--- src/rtl/ldtu_bsl_pkg.sv ---
// Shared definitions for the LDTU baseline estimator: FSM encoding, window sizes
// and accumulator width.
package ldtu_bsl_pkg;

    typedef enum logic [1:0] {
        ST_IDLE  = 2'd0,
        ST_SKIP  = 2'd1,
        ST_ACCUM = 2'd2,
        ST_DONE  = 2'd3
    } bsl_state_e;

    localparam int unsigned WIN_16  = 16;
    localparam int unsigned WIN_32  = 32;
    localparam int unsigned WIN_64  = 64;
    localparam int unsigned WIN_128 = 128;

    // 12-bit samples, up to 128 of them
    localparam int unsigned ACC_W = 19;

    // Index of the last sample in a window of 2^(n+4) samples
    function automatic logic [6:0] win_last(input logic [1:0] n);
        logic [6:0] last;
        case (n)
            2'd0:    last = 7'(WIN_16 - 1);
            2'd1:    last = 7'(WIN_32 - 1);
            2'd2:    last = 7'(WIN_64 - 1);
            2'd3:    last = 7'(WIN_128 - 1);
            default: last = 7'(WIN_16 - 1);
        endcase
        return last;
    endfunction

endpackage

--- src/rtl/ldtu_bsl_round_sat.sv ---
// Round-half-up average of a window accumulator, saturated to 8 bits.
// Purely combinational; shared by both gain-channel instances.
module ldtu_bsl_round_sat
    import ldtu_bsl_pkg::*;
(
    input  logic [ACC_W-1:0] acc_i,
    input  logic [1:0]       n_i,
    output logic [7:0]       val_o,
    output logic             sat_o
);

    logic [ACC_W:0] sum_s;
    logic [ACC_W:0] avg_s;

    // Add half an LSB of the window, divide by the window length, then clip
    always_comb begin
        sum_s = {1'b0, acc_i};
        avg_s = '0;
        case (n_i)
            2'd0: begin
                sum_s = {1'b0, acc_i} + 20'd8;
                avg_s = sum_s >> 4'd4;
            end
            2'd1: begin
                sum_s = {1'b0, acc_i} + 20'd16;
                avg_s = sum_s >> 4'd5;
            end
            2'd2: begin
                sum_s = {1'b0, acc_i} + 20'd32;
                avg_s = sum_s >> 4'd6;
            end
            2'd3: begin
                sum_s = {1'b0, acc_i} + 20'd64;
                avg_s = sum_s >> 4'd7;
            end
            default: begin
                sum_s = {1'b0, acc_i};
                avg_s = '0;
            end
        endcase
        if (avg_s > 20'd255) begin
            val_o = 8'hFF;
            sat_o = 1'b1;
        end else begin
            val_o = avg_s[7:0];
            sat_o = 1'b0;
        end
    end

endmodule

--- src/rtl/ldtu_bsl_estimator.sv ---
// Per-gain-channel pedestal estimator: averages a window of quiet ADC samples
// into an 8-bit baseline, with manual override and noisy-window flag.
module ldtu_bsl_estimator
    import ldtu_bsl_pkg::*;
#(
    parameter int unsigned          Nbits_12  = 12,
    parameter int unsigned          Nbits_8   = 8,
    parameter int unsigned          SKIP      = 4,
    parameter logic [Nbits_12-1:0]  NOISE_THR = 12'd16
) (
    input  logic                DCLK,
    input  logic                reset_,
    input  logic [Nbits_12-1:0] DATA12,
    input  logic                start,
    input  logic                abort,
    input  logic [1:0]          win_sel,
    input  logic                man_en,
    input  logic [Nbits_8-1:0]  BSL_MAN,
    output logic [Nbits_8-1:0]  BSL_VAL,
    output logic                bsl_done,
    output logic                busy,
    output logic                bsl_sat,
    output logic                bsl_noisy
);

    bsl_state_e          state_q, state_d;
    logic [1:0]          n_q, n_d;
    logic [6:0]          cnt_q, cnt_d;
    logic [ACC_W-1:0]    acc_q, acc_d;
    logic [Nbits_12-1:0] min_q, min_d;
    logic [Nbits_12-1:0] max_q, max_d;
    logic [Nbits_8-1:0]  bsl_val_q, bsl_val_d;
    logic                done_q, done_d;
    logic                busy_q, busy_d;
    logic                sat_q, sat_d;
    logic                noisy_q, noisy_d;

    logic [7:0]          rs_val_s;
    logic                rs_sat_s;

    ldtu_bsl_round_sat u_round_sat (
        .acc_i (acc_q),
        .n_i   (n_q),
        .val_o (rs_val_s),
        .sat_o (rs_sat_s)
    );

    // Next-state logic: window sequencing, accumulation, result capture
    always_comb begin
        state_d   = state_q;
        n_d       = n_q;
        cnt_d     = cnt_q;
        acc_d     = acc_q;
        min_d     = min_q;
        max_d     = max_q;
        bsl_val_d = bsl_val_q;
        done_d    = 1'b0;
        sat_d     = sat_q;
        noisy_d   = noisy_q;

        case (state_q)
            ST_IDLE: begin
                if (!man_en && start && !abort) begin
                    n_d   = win_sel;
                    cnt_d = 7'd0;
                    acc_d = '0;
                    min_d = '1;
                    max_d = '0;
                    if (SKIP > 0) begin
                        state_d = ST_SKIP;
                    end else begin
                        state_d = ST_ACCUM;
                    end
                end else begin
                    state_d = ST_IDLE;
                end
            end
            ST_SKIP: begin
                if (cnt_q == 7'(SKIP - 1)) begin
                    cnt_d   = 7'd0;
                    state_d = ST_ACCUM;
                end else begin
                    cnt_d = cnt_q + 7'd1;
                end
            end
            ST_ACCUM: begin
                acc_d = acc_q + ACC_W'(DATA12);
                if (DATA12 < min_q) begin
                    min_d = DATA12;
                end else begin
                    min_d = min_q;
                end
                if (DATA12 > max_q) begin
                    max_d = DATA12;
                end else begin
                    max_d = max_q;
                end
                if (cnt_q == win_last(n_q)) begin
                    cnt_d   = 7'd0;
                    state_d = ST_DONE;
                end else begin
                    cnt_d = cnt_q + 7'd1;
                end
            end
            ST_DONE: begin
                bsl_val_d = rs_val_s;
                sat_d     = rs_sat_s;
                noisy_d   = (max_q - min_q) > NOISE_THR;
                done_d    = 1'b1;
                state_d   = ST_IDLE;
            end
            default: begin
                state_d = ST_IDLE;
            end
        endcase

        // Manual mode and abort both cancel any estimate without a result
        if (man_en) begin
            state_d   = ST_IDLE;
            bsl_val_d = BSL_MAN;
            done_d    = 1'b0;
            sat_d     = sat_q;
            noisy_d   = noisy_q;
        end else if (abort && (state_q != ST_IDLE)) begin
            state_d   = ST_IDLE;
            bsl_val_d = bsl_val_q;
            done_d    = 1'b0;
            sat_d     = sat_q;
            noisy_d   = noisy_q;
        end else begin
            state_d = state_d;
        end

        busy_d = (state_d != ST_IDLE);
    end

    // State and output registers with synchronous active-low reset
    always_ff @(posedge DCLK) begin
        if (!reset_) begin
            state_q   <= ST_IDLE;
            n_q       <= 2'd0;
            cnt_q     <= 7'd0;
            acc_q     <= '0;
            min_q     <= '0;
            max_q     <= '0;
            bsl_val_q <= '0;
            done_q    <= 1'b0;
            busy_q    <= 1'b0;
            sat_q     <= 1'b0;
            noisy_q   <= 1'b0;
        end else begin
            state_q   <= state_d;
            n_q       <= n_d;
            cnt_q     <= cnt_d;
            acc_q     <= acc_d;
            min_q     <= min_d;
            max_q     <= max_d;
            bsl_val_q <= bsl_val_d;
            done_q    <= done_d;
            busy_q    <= busy_d;
            sat_q     <= sat_d;
            noisy_q   <= noisy_d;
        end
    end

    assign BSL_VAL   = bsl_val_q;
    assign bsl_done  = done_q;
    assign busy      = busy_q;
    assign bsl_sat   = sat_q;
    assign bsl_noisy = noisy_q;

endmodule

--- config.mk ---
export PLATFORM = sky130hd
export DESIGN_NAME = ldtu_bsl_estimator
export DESIGN_NICKNAME = d
export VERILOG_FILES = /design/src/rtl/ldtu_bsl_pkg.sv /design/src/rtl/ldtu_bsl_round_sat.sv /design/src/rtl/ldtu_bsl_estimator.sv
export SDC_FILE = /design/constraint.sdc
export NUM_CORES = 1
export LEC_CHECK = 0
export BUFFER_PORTS_ARGS = -buffer_cell sky130_fd_sc_hd__clkbuf_2
export CAP_MARGIN = 10
export CORE_MARGIN = 1.5
export CORE_UTILIZATION = 65
export CTS_CLUSTER_DIAMETER = 100
export DETAILED_ROUTE_END_ITERATION = 10
export PLACE_DENSITY_LB_ADDON = 0.15
export SLEW_MARGIN = 10
export SYNTH_ARGS = -nofsm -noshare
export SYNTH_HDL_FRONTEND = slang
export SYNTH_SLANG_ARGS = --single-unit
--- constraint.sdc ---
create_clock -name DCLK -period 6.2 [get_ports DCLK]
set_input_delay 1.24 -clock DCLK [delete_from_list [all_inputs] [get_ports DCLK]]
set_output_delay 1.24 -clock DCLK [all_outputs]
set_load 0.01 [all_outputs]
Word-level counts from Yosys, hierarchy flattened
Cells that the tools add are included.
{ "word_totals": {"in_bits": 27, "out_inout_bits": 12, "wordCells": 84, "ff_bits": 66} }
{ "classes": {"n_eq_ne": 12, "n_reduce_logical": 20, "bitwise_logic": 3, "muxes": 27, "magnitude_cmp": 4, "add_sub_neg": 7} }
{ "op_table": {"columns": ["op", "count"], "rows": [
  ["$pmux W20 S4", 1],
  ["$mux W12", 4],
  ["$pmux W12 S2", 2],
  ["$pmux W19 S2", 1],
  ["$mux W8", 4],
  ["$mux W7", 4],
  ["$pmux W7 S4", 1],
  ["$pmux W7 S3", 1],
  ["$add A19 B4 Y20 const B", 1],
  ["$add A19 B5 Y20 const B", 1],
  ["$add A19 B6 Y20 const B", 1],
  ["$add A19 B7 Y20 const B", 1],
  ["$gt A20 B8 Y1 const B", 1],
  ["$add A19 B12 Y19", 1],
  ["$mux W19", 1],
  ["$gt A12 B12 Y1", 1],
  ["$gt A12 B5 Y1 const B", 1],
  ["$lt A12 B12 Y1", 1],
  ["$sub A12 B12 Y12", 1],
  ["$reduce_and A3 Y1", 3],
  ["$eq A2 B2 Y1 const B", 4],
  ["$mux W2", 4],
  ["$ne A2 B2 Y1 const B", 4],
  ["$pmux W2 S4", 1],
  ["13 further kinds", 28]
]} }

Depth between registers and ports, before layout
{ "depth": {"word_depth": 9, "mapped_depth": 10, "ltp_nobuf": 10} }

By module
A second synthesis with hierarchy kept.
{ "hier_totals": {"cells_unflattened": 699, "area_unflattened_um2": 5674.2} }
{ "modules_own_cells": {"columns": ["module", "instances", "area_each_um2", "seq_area_each_um2", "cells_each"], "rows": [
  ["ldtu_bsl_estimator", 1, 4405.5, 1321.3, 508],
  ["ldtu_bsl_round_sat", 1, 1268.7, 0.0, 191]
]} }

Worst setup path after synthesis
No wires, ideal clock.
{ "synth_path": {"path_kind": "input to register", "startpoint": "input port DATA12[0]", "endpoint": "register acc_q[10]", "t_arrival_ps": 3051, "stages": 9, "required_time_ps": 6079, "slack_ps": 3028, "path_cell_list": "ha_1 fa_1 a211oi_1 o21bai_1 o311ai_0 nand2b_1 a21oi_1 xor2_1 o21ai_0"} }
{ "synth_via": {"elab_chain_cells": 2} }
{ "synth_rtl": {"columns": ["element", "line_no", "source"], "rows": [
  ["start: declaration", "ldtu_bsl_estimator.sv:13", "input logic [Nbits_12-1:0] DATA12,"],
  ["$add A19 B12 Y19", "ldtu_bsl_estimator.sv:87", "acc_d = acc_q + ACC_W'(DATA12);"],
  ["$pmux W19 S2", "ldtu_bsl_estimator.sv:61", "case (state_q)"],
  ["end signal: assignment", "ldtu_bsl_estimator.sv:143", "acc_q <= '0;"],
  ["end signal: assignment", "ldtu_bsl_estimator.sv:155", "acc_q <= acc_d;"],
  ["end: declaration", "ldtu_bsl_estimator.sv:29", "logic [ACC_W-1:0] acc_q, acc_d;"]
]} }
Every way passes these cells.
A chain may end at the register's enable or synchronous reset.

Worst setup path in the final report
{ "layout_path": {"startpoint": "input port man_en", "endpoint": "register min_q[3]"} }
{ "layout_via": {"elab_chain_cells": 5} }
{ "layout_rtl": {"columns": ["element", "line_no", "source"], "rows": [
  ["start: declaration", "ldtu_bsl_estimator.sv:17", "input logic man_en,"],
  ["$logic_not A1 Y1", "ldtu_bsl_estimator.sv:63", "if (!man_en && start && !abort) begin"],
  ["$logic_and A1 B1 Y1 (2 in a row)", "ldtu_bsl_estimator.sv:63", null],
  ["$ne A2 B2 Y1 (no line)", null, null],
  ["$reduce_and A3 Y1 (no line)", null, null],
  ["end signal: assignment", "ldtu_bsl_estimator.sv:156", "min_q <= min_d;"],
  ["end: declaration", "ldtu_bsl_estimator.sv:30", "logic [Nbits_12-1:0] min_q, min_d;"]
]} }
Every way passes these cells.

==> implementation parameters <==
Parameter                              Value

Clock network
  CTS Buf Count ... 9
  Maximum number of buffers from clock root to sink ... 2
  Number of hold buffers added after CTS ... 0
  Clock tree root driver cell ... clkbuf_8
  CTS resizes ... 0
  TritonCTS clock tree ... built
  Post-CTS setup-driven buffer insertion count ... 0
  Total clock sinks ... 66
  Clock-pin transition on the worst setup and hold timing paths ... 80 ps
  Htree depth ... 3
  Clock latency of the later-clocked register in the worst-skew pair ... 340 ps

Floorplanning
  Overall die area ... 9030 sq um
  Boundary Pins ... 39
  Die boundary width ... 95.0 um
  Initial Utilization ... 67.0%
  Height of the chip ... 95.0 um
  Total number of placement rows ... 33
  Core area ... 8220 sq um

Finish
  Total Nets Final ... 744
  Fill cell instance count of the final layout ... 645
  Share of post-route cells with drive strength above 1 ... 16.0%
  Core Util, Final ... 71.4%
  Diode count ... 0
  Layout overhead on the synthesized area ... 6.52%

Setup path
  Ordered cell list for the critical path ... clkbuf_2 -> nor4bb_1 -> a21oi_1 -> buf_4 -> nor2_1 -> o21ai_1 -> o221a_2
  Crit-path max cell delay ... 860 ps
  Arr. time, crit path ... 3660 ps
  CP Launch Type ... input port
  Critical-path maximum fanout ... 14
  Reg2Reg Launch Point ... state_q[0]
  Sort of element at the end of the critical path ... register
  Startpoint of the most critical setup path ... man_en
  Cell with the largest stage delay on the worst path ... nor4bb_1
  Path type of the worst setup path ... in2reg
  Critical Path RT ... 6430 ps

Power and ir drop
  Static leakage ... 0.00223 uW
  Worst supply voltage drop on vdd ... 0.000145 V
  Power density relative to cell area ... 168 nW/um^2

Timing
  Fmax ... 0.292 GHz
  Worst setup margin ... 2780 ps
  Tmin final ... 3420 ps
  Measured slew at the worst slew-check pin ... 1070 ps
  Unrepaired setup endpoints after global routing ... false
  Final setup skew ... 12.6 ps
  Fin. Hold Viols ... 0
  Count of final setup violators ... 0
  Setup TNS ... 0 ps
  Number of max-slew violations in the final report ... 0
  Relative max-transition margin ... 28.4%
  Ratio of final minimum period to clock period ... 55.2%

Synthesis
  Top cell type's share of synthesized area ... 24.0%
  Net count after synthesis ... 728
  Post-synthesis area per instance ... 8.57 sq um
  Cell taking the most area after synthesis ... dfxtp_1
  Area contributors post-synth ... dfxtp_1 (24%), ha_1 (13%), xnor2_1 (4.5%)
  Number of flops mapped to enable cells by yosys ... 0
  Number of flip-flops and latches in the synthesized netlist ... 66
  Unique cell type count in the Yosys netlist ... 74
  Yosys Warn Count ... 0
  Ranking of synthesized cells by instance count ... dfxtp_1 (66), ha_1 (57), nor2_1 (51)
  Prevailing post-synth register cell ... dfxtp_1
  Count leader, synth ... dfxtp_1
  Cells after Synth ... 642
  Synth async-reset ratio ... 0%
  Register area share after synthesis ... 24.0%
  Mapped cell area ... 5500 sq um

Routing
  Count of vias placed by the detailed router ... 4880
  Via-to-Cell Ratio ... 6.35
  Final Routed Wirelength ... 12600 um
  DR DRC count ... 0
  Post-DRT Antenna Nets ... 0
  Routed wire length per instance ... 16.4 um
  First DRT Iteration DRCs ... 297
  Total iterations of the first detailed-routing run ... 5

Global routing
  Overflow left after global routing ... 0
  Initial antenna violation count ... 0
  Overall Global Routing Usage ... 29.1%
  Wire length of the first global-routing pass ... 20900 um
  Pin count of the biggest net entering global routing ... 58
  Vias in the first global route ... 4453

Placement
  Port Buffer Count ... 38
  DP Wirelength ... 9500 um
  GP Congestion ... 0.887
  Post-Place Setup Slack ... 2470 ps

Worst hold path
  Source of the worst hold timing path ... acc_q[0]
  Worst Hold Class ... reg2reg

Outcome
  Run status ... completed

Flow run
  Max-cap viol count ... 0
critical path, delay by kind of cell:
family	cells	cell delay, ps
compound gates	3	900
buf+inv	2	330
simple gates	2	1190
logic make-up (layout without fill, tap and decap cells):
kind of cell | count (synthesis) | count (layout) | share of synthesized area, %
compound gates | 192 | 192 | 26.4
simple gates | 190 | 190 | 17.8
buf+inv | 73 | 94 | 6.30
flops | 66 | 66 | 24.0
fa+ha+maj | 59 | 59 | 13.7
xor+xnor | 50 | 50 | 7.96
mux | 12 | 12 | 3.82
report_power, final:
| group | internal (uW) | switching (uW) |
|---|---|---|
| clock | 238 | 179 |
| sequential | 432 | 7.58 |
| combinational | 56.2 | 73.4 |
metrics by stage:
step	power [uW]	std cells	instance area, sq um	hold slack, ps
finish	987	768	5860	481
global route	1020	768	5860	520
CTS	986	768	5860	484
detailed placement	577	752	5640	475
global placement	572	752	5640	470
floorplan	537	642	5500	445
registers in the layout (all words and copies together) (netlist names), 2 cells and up:
name     cells
BSL_VAL      8
acc_q       19
cnt_q        7
max_q       12
min_q       12
n_q          2
state_q      2
final cells by class:
cell class                      count  area, sq um  area share (%)
Clock buffer                       10          138            2.35
Clock inverter                      6         88.8            1.52
Tap cell                          105          131            2.24
Sequential cell                    66         1320            22.5
Multi-Input combinational cell    503         3840            65.4
Timing Repair Buffer               40          205            3.50
Inverter                           38          143            2.43
metal layers:
layer	vias to the layer above	global-route usage [%]	part of all wire [%]
li1	2399	-	-
met1	2321	40.6	48
met2	146	46.9	46
met3	14	3.35	4.7
met4	0	9.08	1.1
met5	-	0	0
worst paths after layout:
check	to	slack [ps]	depth (start not counted)
setup / recovery	min_q[3]	2780	7
hold / removal	acc_q[0]	480	2
setup reg to reg	min_q[3]	3150	8
hold reg to reg	acc_q[0]	480	2
cell usage in the layout (no fill, tap or decap), types with 4 or more instances in the layout:
cell and n:
a21oi_2 8, nand3_1 19, a31oi_1 5, nor3_1 10
xor2_1 22, a21o_1 8, clkbuf_2 38, or3_1 7
inv_1 38, ha_1 57, nand2_1 47, a21boi_0 15
o21ai_1 4, mux4_2 7, o2111ai_1 4, a211oi_1 7
xnor2_1 28, a32o_1 12, o31ai_1 4, nand2b_1 9
clkbuf_8 10, o21a_1 8, nor2_1 51, nor2b_1 9
nand4_1 9, dfxtp_1 66, o21ai_0 32, a21oi_1 30
o221a_2 12, o221ai_1 9
Note: power is estimated with default switching activity, not from simulation.
